### config.mk
export PLATFORM = sky130hd
export DESIGN_NAME = temp_sensor_filter
export DESIGN_NICKNAME = d
export VERILOG_FILES = /design/src/rtl/temp_sensor_filter.sv
export SDC_FILE = /design/constraint.sdc
export NUM_CORES = 1
export LEC_CHECK = 0
export CAP_MARGIN = 20
export CORE_ASPECT_RATIO = 0.8
export CORE_MARGIN = 1
export CORE_UTILIZATION = 55
export CTS_CLUSTER_DIAMETER = 40
export DETAILED_ROUTE_END_ITERATION = 16
export GPL_ROUTABILITY_DRIVEN = 0
export PLACE_DENSITY = 0.82
export SYNTH_ARGS = -nofsm -noshare
export SYNTH_HDL_FRONTEND = slang
export SYNTH_SLANG_ARGS = --single-unit
### constraint.sdc
create_clock -name clk -period 4.4 [get_ports clk]
set_clock_uncertainty 0.1 [all_clocks]
set_input_delay 0.88 -clock clk [delete_from_list [all_inputs] [get_ports clk]]
set_output_delay 0.88 -clock clk [all_outputs]
set_load 0.05 [all_outputs]
### src/rtl/temp_sensor_filter.sv
// Moving-average front end for the thermostat: windowed sum of raw Q6.2 readings,
// converted to a rounded, clamped 5-bit integer degree value with staleness detection.
module temp_sensor_filter #(
  parameter int WINDOW_LOG2 = 2,
  parameter int TIMEOUT     = 1000
) (
  input  logic       clk,
  input  logic       rst,
  input  logic [7:0] raw_data,
  input  logic       raw_valid,
  output logic [4:0] temperature,
  output logic       temp_valid,
  output logic       stale,
  output logic       sat
);

  localparam int DATA_W = 8;
  localparam int DEPTH  = 1 << WINDOW_LOG2;
  localparam int SUM_W  = DATA_W + WINDOW_LOG2;
  localparam int CNT_W  = $clog2(TIMEOUT + 1);

  typedef enum logic {FILL, RUN} state_t;

  state_t                   state_q, state_d;
  logic [DATA_W-1:0]        buf_p0 [DEPTH];
  logic [SUM_W-1:0]         sum_p0;
  logic [WINDOW_LOG2-1:0]   wp_p0;
  logic [CNT_W-1:0]         cnt_p0;
  logic [4:0]               temp_p1;
  logic                     sat_p1;
  logic                     vld_p1;
  logic                     stale_p0;

  // Truncating window average in Q6.2, then round half up to whole degrees (0..64).
  function automatic logic [6:0] round_deg(input logic [SUM_W-1:0] sum);
    logic [DATA_W-1:0] avg_q2;
    logic [DATA_W:0]   biased;
    avg_q2 = DATA_W'(sum >> WINDOW_LOG2);
    biased = {1'b0, avg_q2} + (DATA_W+1)'(2);
    return 7'(biased >> 2);
  endfunction

  // Clamp to the 5-bit controller range; bit 5 flags that clamping occurred.
  function automatic logic [5:0] sat_deg(input logic [6:0] deg);
    if (deg > 7'd31) return {1'b1, 5'd31};
    return {1'b0, deg[4:0]};
  endfunction

  always_comb begin
    state_d = state_q;
    if (state_q == FILL && raw_valid && wp_p0 == WINDOW_LOG2'(DEPTH - 1))
      state_d = RUN;
  end

  always_ff @(posedge clk) begin
    if (rst) state_q <= FILL;
    else     state_q <= state_d;
  end

  assign stale_p0 = (cnt_p0 == CNT_W'(TIMEOUT));

  // Stage p0: sample window, running sum and staleness counter.
  always_ff @(posedge clk) begin
    if (rst) begin
      for (int i = 0; i < DEPTH; i++) buf_p0[i] <= '0;
      sum_p0 <= '0;
      wp_p0  <= '0;
      cnt_p0 <= '0;
    end else begin
      if (raw_valid) begin
        buf_p0[wp_p0] <= raw_data;
        sum_p0        <= sum_p0 - SUM_W'(buf_p0[wp_p0]) + SUM_W'(raw_data);
        wp_p0         <= wp_p0 + 1'b1;
        cnt_p0        <= '0;
      end else if (!stale_p0) begin
        cnt_p0 <= cnt_p0 + 1'b1;
      end
    end
  end

  // Stage p1: conversion; holds its value in FILL and while stale.
  always_ff @(posedge clk) begin
    if (rst) begin
      temp_p1 <= '0;
      sat_p1  <= 1'b0;
      vld_p1  <= 1'b0;
    end else begin
      vld_p1 <= (state_q == RUN) && !stale_p0;
      if (state_q == RUN && !stale_p0) begin
        {sat_p1, temp_p1} <= sat_deg(round_deg(sum_p0));
      end
    end
  end

  assign temperature = temp_p1;
  assign sat         = sat_p1;
  assign stale       = stale_p0;
  assign temp_valid  = vld_p1 && !stale_p0;

endmodule

==> results of run 1 <==
==> area by class of cell <==
cell class	count	area [um2]	area share (%)
multi-input combinational	218	1722	43.61
sequential	64	1602	40.57
timing repair buffer	22	210.2	5.325
inverter	39	146.4	3.708
clock buffer	12	145.1	3.677
tap	81	101.3	2.567
clock inverter	4	21.27	0.5388
==> worst max-delay path, delay by kind of cell, from the launching register on <==
family                   cells  cell delay, ns
AO/OA/AOI/OAI                2            0.71
adder cells (fa/ha/maj)      2            0.97
buffers and inverters        1            0.07
flip-flops                   1            0.67
multiplexers                 1            0.60
AND/OR/NAND/NOR              2            0.27
==> synth_stat cells (3+ instances only) <==
| library cell | count | share of area (%) |
|---|---|---|
| buf_2 | 6 | 0.85 |
| nor3_1 | 7 | 0.99 |
| ha_1 | 15 | 5.3 |
| o21ai_0 | 11 | 1.6 |
| nand3_1 | 10 | 1.4 |
| and3_1 | 4 | 0.71 |
| nor2_1 | 26 | 2.8 |
| or2_2 | 4 | 0.71 |
| and2_1 | 20 | 3.5 |
| mux4_2 | 8 | 5.1 |
| mux2i_1 | 4 | 1.1 |
| or3_1 | 3 | 0.53 |
| a211o_1 | 3 | 0.74 |
| nand2_1 | 13 | 1.4 |
| nand2b_1 | 5 | 0.89 |
| clkbuf_1 | 5 | 0.53 |
| fa_1 | 8 | 4.5 |
| o21a_1 | 5 | 1.1 |
| a21oi_1 | 10 | 1.4 |
| dfxtp_1 | 32 | 18 |
| nand3b_1 | 3 | 0.64 |
| inv_1 | 39 | 4.1 |
| xnor2_1 | 9 | 2.2 |
| a21o_1 | 4 | 0.85 |
| edfxtp_1 | 32 | 27 |
| a31oi_1 | 6 | 1.1 |
| nor4_1 | 10 | 1.8 |
==> path summary, 6_finish.rpt <==
kind / from / to / slack (ns) / depth (start not counted)
max: flop / sum_p0[8]$_SDFFE_PP0P_ / 0.89 / 8
max reg2reg: flop / sum_p0[8]$_SDFFE_PP0P_ / 0.89 / 8
min reg2reg: state_q$_SDFFE_PP0P_ / state_q$_SDFFE_PP0P_ / 0.39 / 2
min: state_q$_SDFFE_PP0P_ / state_q$_SDFFE_PP0P_ / 0.39 / 2
==> layer usage <==
| metal | wire (um) | track usage, % |
|---|---|---|
| met5 | 0 | 0 |
| met4 | 188 | 10.93 |
| met3 | 313 | 6.315 |
| met2 | 3397 | 39.93 |
| met1 | 3261 | 30.33 |
==> flip-flops by register name (all words and copies together) (netlist names), named ones only <==
signal       count
wp_p0            2
buf_p0          32
temperature      5
state_q          1
sum_p0          10
cnt_p0          10
vld_p1           1
sat              1
==> kinds of logic after synthesis <==
family,count (synthesis),synth area share [%]
DFF,64,45.33
and+or+nand+nor,116,18.24
muxes,12,6.232
buffers and inverters,53,5.949
AOI/OAI and AO/OA,56,11.69
adders and majority gates,23,9.844
xor gates and xnor gates,11,2.727
==> per-stage QoR <==
stage               power, mW  worst slack, ns  util, %  area (um2)
finish                  1.870           0.8864    65.39        3948
floorplan               1.282            1.210        -        3533
detailed placement      1.440           0.6129    62.63        3781
CTS                     1.876           0.8316    65.39        3948
global placement        1.398           0.7120    62.63        3781
global route            1.999           0.7007    65.39        3948
==> power by group through the flow <==
stage / Clock (mW) / Combinational [mW] / Sequential [mW]
6_report: 0.440 / 0.700 / 0.730
5_1_grt: 0.467 / 0.794 / 0.738
4_1_cts: 0.445 / 0.700 / 0.730
3_5_place_dp: 0 / 0.698 / 0.742
3_3_place_gp: 0 / 0.660 / 0.739
2_1_floorplan: 0 / 0.559 / 0.723
==> key figures, run 1 <==
Place
  – Cells after DPL: ~420
  – Hpwl dp: between 5000 and 6000 um
  – Port buffer count: 18

Layout
  – Commonest cells after routing, fill and taps aside: 39 x inv_1, 32 x dfxtp_1, 32 x edfxtp_1, 26 x nor2_1, 20 x and2_1
  – Commonest non-fill, non-tap cell in the layout: inv_1
  – Area Growth Syn to Fin: 11.72%
  – Net count, final: 388
  – Post-Layout Cell Count: 440
  – Proportion of layout cells with a drive suffix above 1: a little over a tenth
  – ANT cells: 0
  – Fill cells: 470

GRT
  – First-pass GRT wire length: approximately 12000 um
  – Initial antenna violation count: 0
  – Vias in the first global route: roughly 2600
  – Grt ovf: 0
  – Largest net degree at the start of global routing: 31
  – Total Routing Usage GR: about a quarter

STA
  – Fin Setup TNS: 0 ns
  – # setup viols final: 0
  – Worst-margin pin slew: between 0.6 and 0.7 ns
  – Final Max Slew Viols: 0
  – Final hold vios: 0
  – RSZ-0062 raised after global routing: no
  – Final worst-path cycle share: 79.86%
  – Relative slew slack: between 50% and 60%
  – Min Hold Slack: between 0.3 and 0.4 ns
  – Tmin final: around 3.5 ns
  – Peak Freq: roughly 280 MHz

Clocking
  – H-tree depth: 3
  – Sink Count: 64
  – CTS root buf: clkbuf_8
  – Total CTS buffers: 9
  – Post-CTS setup buffers: 0
  – Worst-case clock buffer depth: 2
  – PostCTS Resize Cnt: 0
  – Hold_buf cts: 0
  – Clk_lat worst skew: approximately 0.36 ns
  – Clock transition at path regs: ~0.07 ns
  – CTS tree: yes

Floorplan
  – Area of the core: 6037 um2
  – Initial core utilization: about three fifths
  – Die W: slightly above 90 um
  – Num rows: 25
  – Die area: 6751 um2
  – Ports: 19
  – Die H: 73.69 um

Logic synthesis
  – Synthesized area: 3533 um2
  – Dominant synthesized flop cell: edfxtp_1
  – Sequential share of the synthesized area: about 45%
  – Synthesized instance count: between 300 and 400
  – Flops & latches, synth: 64
  – Mean Syn Cell Area: 10.55 um2
  – Fraction of synthesis flops using an asynchronous set or reset pin: 0%
  – Cell variety after synth: 53
  – Synthesized net count: about 370
  – EDFF count, synth: 32
  – Synth Warn #: 0

Detailed routing
  – Final WL: a little over 7000 um
  – DR vias/cell: a little under 6
  – Post-route DRC: 0
  – Pre-antenna DRT Iters: 4
  – Avg WL per Cell: approximately 16 um
  – Iteration-0 DRC Markers: approximately 190
  – DR vias: about 2600
  – Antenna-violating nets left: 0

Pwr
  – Net load switching power: approximately 0.66 mW
  – Leak Pwr: 1.551 nW
  – Max rail drop VDD: 0.0002568 V
  – Cell Pwr Density: roughly 470 nW/um2
  – Sw frac: 35.53%
  – Internal power: ~1.2 mW
  – Comb power frac: a little under two fifths
  – Register share of total power: 39.0%
  – Clock power share: a little under a quarter

Setup path
  – CP most frequent cell: fa_1
  – Worst path cell trace: mux4_2, fa_1, inv_1, fa_1, a211o_2, a2111oi_4, nor4_1, nand3b_1
  – Startpoint type of the worst setup path: flop
  – Worst path slowest cell: dfxtp_1
  – CP peak stage delay: between 0.6 and 0.7 ns
  – Crit. End Element: flop
  – Type of the worst setup path: flop to flop
  – CP Data Arrival Time: about 3.7 ns
  – CP Data Required Time: between 4 and 5 ns
  – Worst-path fanout max: 8

Worst hold path
  – Worst Hold Class: flop to flop

Job
  – # Max-Cap Violations: 0

Outcome
  – Outcome: finished, final reports clean
No activity file was read; power rests on OpenSTA's default activity.
==> run 2, diff against run 1 <==
CORE_UTILIZATION = 54   (was 55)
PLACE_DENSITY = 0.84   (was 0.82)
clock period = 3.2 ns   (was 4.4 ns; I/O delays follow)
==> key figures, run 2 (same netlist as run 1, synthesis figures left out) <==
Setup path
  – CP most frequent cell: ha_4
  – CP Buf/Inv Count: 2
  – Worst-path fanout max: 3
  – Crit. End Element: flop
  – Critical path depth in cells: 10
  – CP peak stage delay: 0.54 ns
  – Worst path slowest cell: mux4_2
  – R2r setup slk: 0.09 ns
  – Worst path cell trace: buf_6, mux4_2, ha_4, inv_1, ha_4, fa_2, a211o_4, a2111oi_4, nor4_1, nand3b_1
  – Crit Reg-Reg Endpoint: sum_p0[8]$_SDFFE_PP0P_
  – Type of the worst setup path: flop to flop
  – CP Data Required Time: ~3.3 ns
  – Worst R2R Path Depth: 10
  – CP delay by family, top: adder cells
  – Startpoint type of the worst setup path: flop
  – CP Data Arrival Time: 3.24 ns
  – Worst Setup EP: sum_p0[8]$_SDFFE_PP0P_

Layout
  – Proportion of layout cells with a drive suffix above 1: 17.71%
  – Max reg flops: 32
  – Net count, final: just over 400
  – Post-Layout Cell Count: between 400 and 500
  – Commonest non-fill, non-tap cell in the layout: inv_1
  – Largest regs: buf_p0 (32), cnt_p0 (10), sum_p0 (10)
  – Top reg by flops: buf_p0
  – ANT cells: 0
  – Post-route cell area: around 4200 um2
  – Commonest cells after routing, fill and taps aside: 39 x inv_1, 32 x edfxtp_1, 31 x dfxtp_1, 28 x buf_4, 26 x nor2_1
  – Area Growth Syn to Fin: 19.19%

Pwr
  – Leak Pwr: 1.682 nW
  – Max rail drop VDD: 0.0003329 V
  – Cell Pwr Density: about 690 nW/um2
  – Overall Power: 2.896 mW

Detailed routing
  – Antenna-violating nets left: 0
  – DR vias/cell: about 5.8
  – Pre-antenna DRT Iters: 4
  – Final WL: ~7900 um
  – Avg WL per Cell: between 15 and 20 um
  – DR vias: around 2700
  – Post-route DRC: 0
  – Iteration-0 DRC Markers: 170

Place
  – Port buffer count: 18
  – Placed cell area: 3939 um2
  – Cells after DPL: 445
  – Hpwl dp: approximately 5600 um

Floorplan
  – Die W: just over 90 um
  – Num rows: 25
  – Initial core utilization: 57.93%
  – Ports: 19
  – Area of the core: 6100 um2
  – Die area: around 7000 um2
  – Die H: between 70 and 80 um

Clocking
  – H-tree depth: 3
  – Clk_lat worst skew: 0.35 ns
  – Worst-case clock buffer depth: 2
  – Total CTS buffers: 9
  – Sink Count: 64
  – CTS root buf: clkbuf_8
  – Clock transition at path regs: ~0.070 ns
  – CTS tree: yes

GRT
  – Initial antenna violation count: 0
  – Vias in the first global route: between 2000 and 3000
  – Largest net degree at the start of global routing: 30
  – Grt ovf: 0
  – First-pass GRT wire length: roughly 13000 um
  – Total Routing Usage GR: about a quarter

STA
  – Tmin final: a little over 3 ns
  – Final Max Slew Viols: 0
  – Final worst-path cycle share: 97.05%
  – Worst-margin pin slew: roughly 0.56 ns
  – # setup viols final: 0
  – Peak Freq: 322.0 MHz
  – Final hold vios: 0
  – Relative slew slack: approximately 63%

Job
  – # Max-Cap Violations: 0

Worst hold path
  – Worst Hold Class: flop to flop

Outcome
  – Outcome: finished, final reports clean
## run 2: cell count changes in the layout (fill, tap and decap cells not counted), moves of 2 or more
cell,before,now
buf_4,4,28
clkinv_2,2,0
ha_4,0,2
clkinv_4,0,2
ha_1,15,12
## run 2: repair_timing
item	in CTS	in global routing
setup endpoints to repair	1	3
pin swaps	0	9
setup buffers	0	4
hold buffers	0	0
resized for setup	1	9
cloned	0	0
## run 2: routing by layer
layer	wire [um]	up-vias	GRT usage [%]
li1	-	1286	-
met1	3347	1313	32.23
met2	3844	87	42.63
met3	529	16	6.646
met4	135	0	8.854
met5	0	-	0
## run 2: how the worst min path moves through the flow
stage / startpoint / endpoint / depth (start not counted)
detailed placement: state_q$_SDFFE_PP0P_ / state_q$_SDFFE_PP0P_ / 2
CTS: state_q$_SDFFE_PP0P_ / state_q$_SDFFE_PP0P_ / 2
global route: sum_p0[0]$_SDFFE_PP0P_ / sum_p0[0]$_SDFFE_PP0P_ / 2
floorplan: state_q$_SDFFE_PP0P_ / state_q$_SDFFE_PP0P_ / 2
global placement: state_q$_SDFFE_PP0P_ / state_q$_SDFFE_PP0P_ / 2
finish: state_q$_SDFFE_PP0P_ / state_q$_SDFFE_PP0P_ / 2
## run 2: per-stage QoR
step                setup TNS (ns)  setup WS, ns  util [%]  hold WS, ns
floorplan                        0      0.009977         -       0.3367
global placement           -0.6882       -0.2214     64.57       0.3556
detailed placement          -1.199       -0.3141     64.57       0.3653
CTS                              0       0.02296     67.73       0.3880
global route              -0.01395      -0.01395     69.05       0.4304
finish                           0       0.09444     69.05       0.3877
## run 2: final cells by class
class	count	area, um2
multi-input combinational	218	1767
clock buffer	12	135.1
inverter	39	146.4
clock inverter	4	55.05
fill	458	1888
timing repair buffer	47	401.6
tap	81	101.3
sequential	64	1605
## run 2: worst reg2reg max path, cell delays in order (launching register included)
cell and delay [ns]:
dfxtp_4 0.37, buf_6 0.10, mux4_2 0.54, ha_4 0.29, inv_1 0.05, ha_4 0.17
fa_2 0.39, a211o_4 0.36, a2111oi_4 0.38, nor4_1 0.07, nand3b_1 0.17
## run 2: power by group
group / internal [mW] / switching, mW / leakage (nW)
combinational: 0.584 / 0.626 / 0.997
sequential: 0.939 / 0.0608 / 0.594
clock: 0.363 / 0.323 / 0.0908
total: 1.89 / 1.01 / 1.68
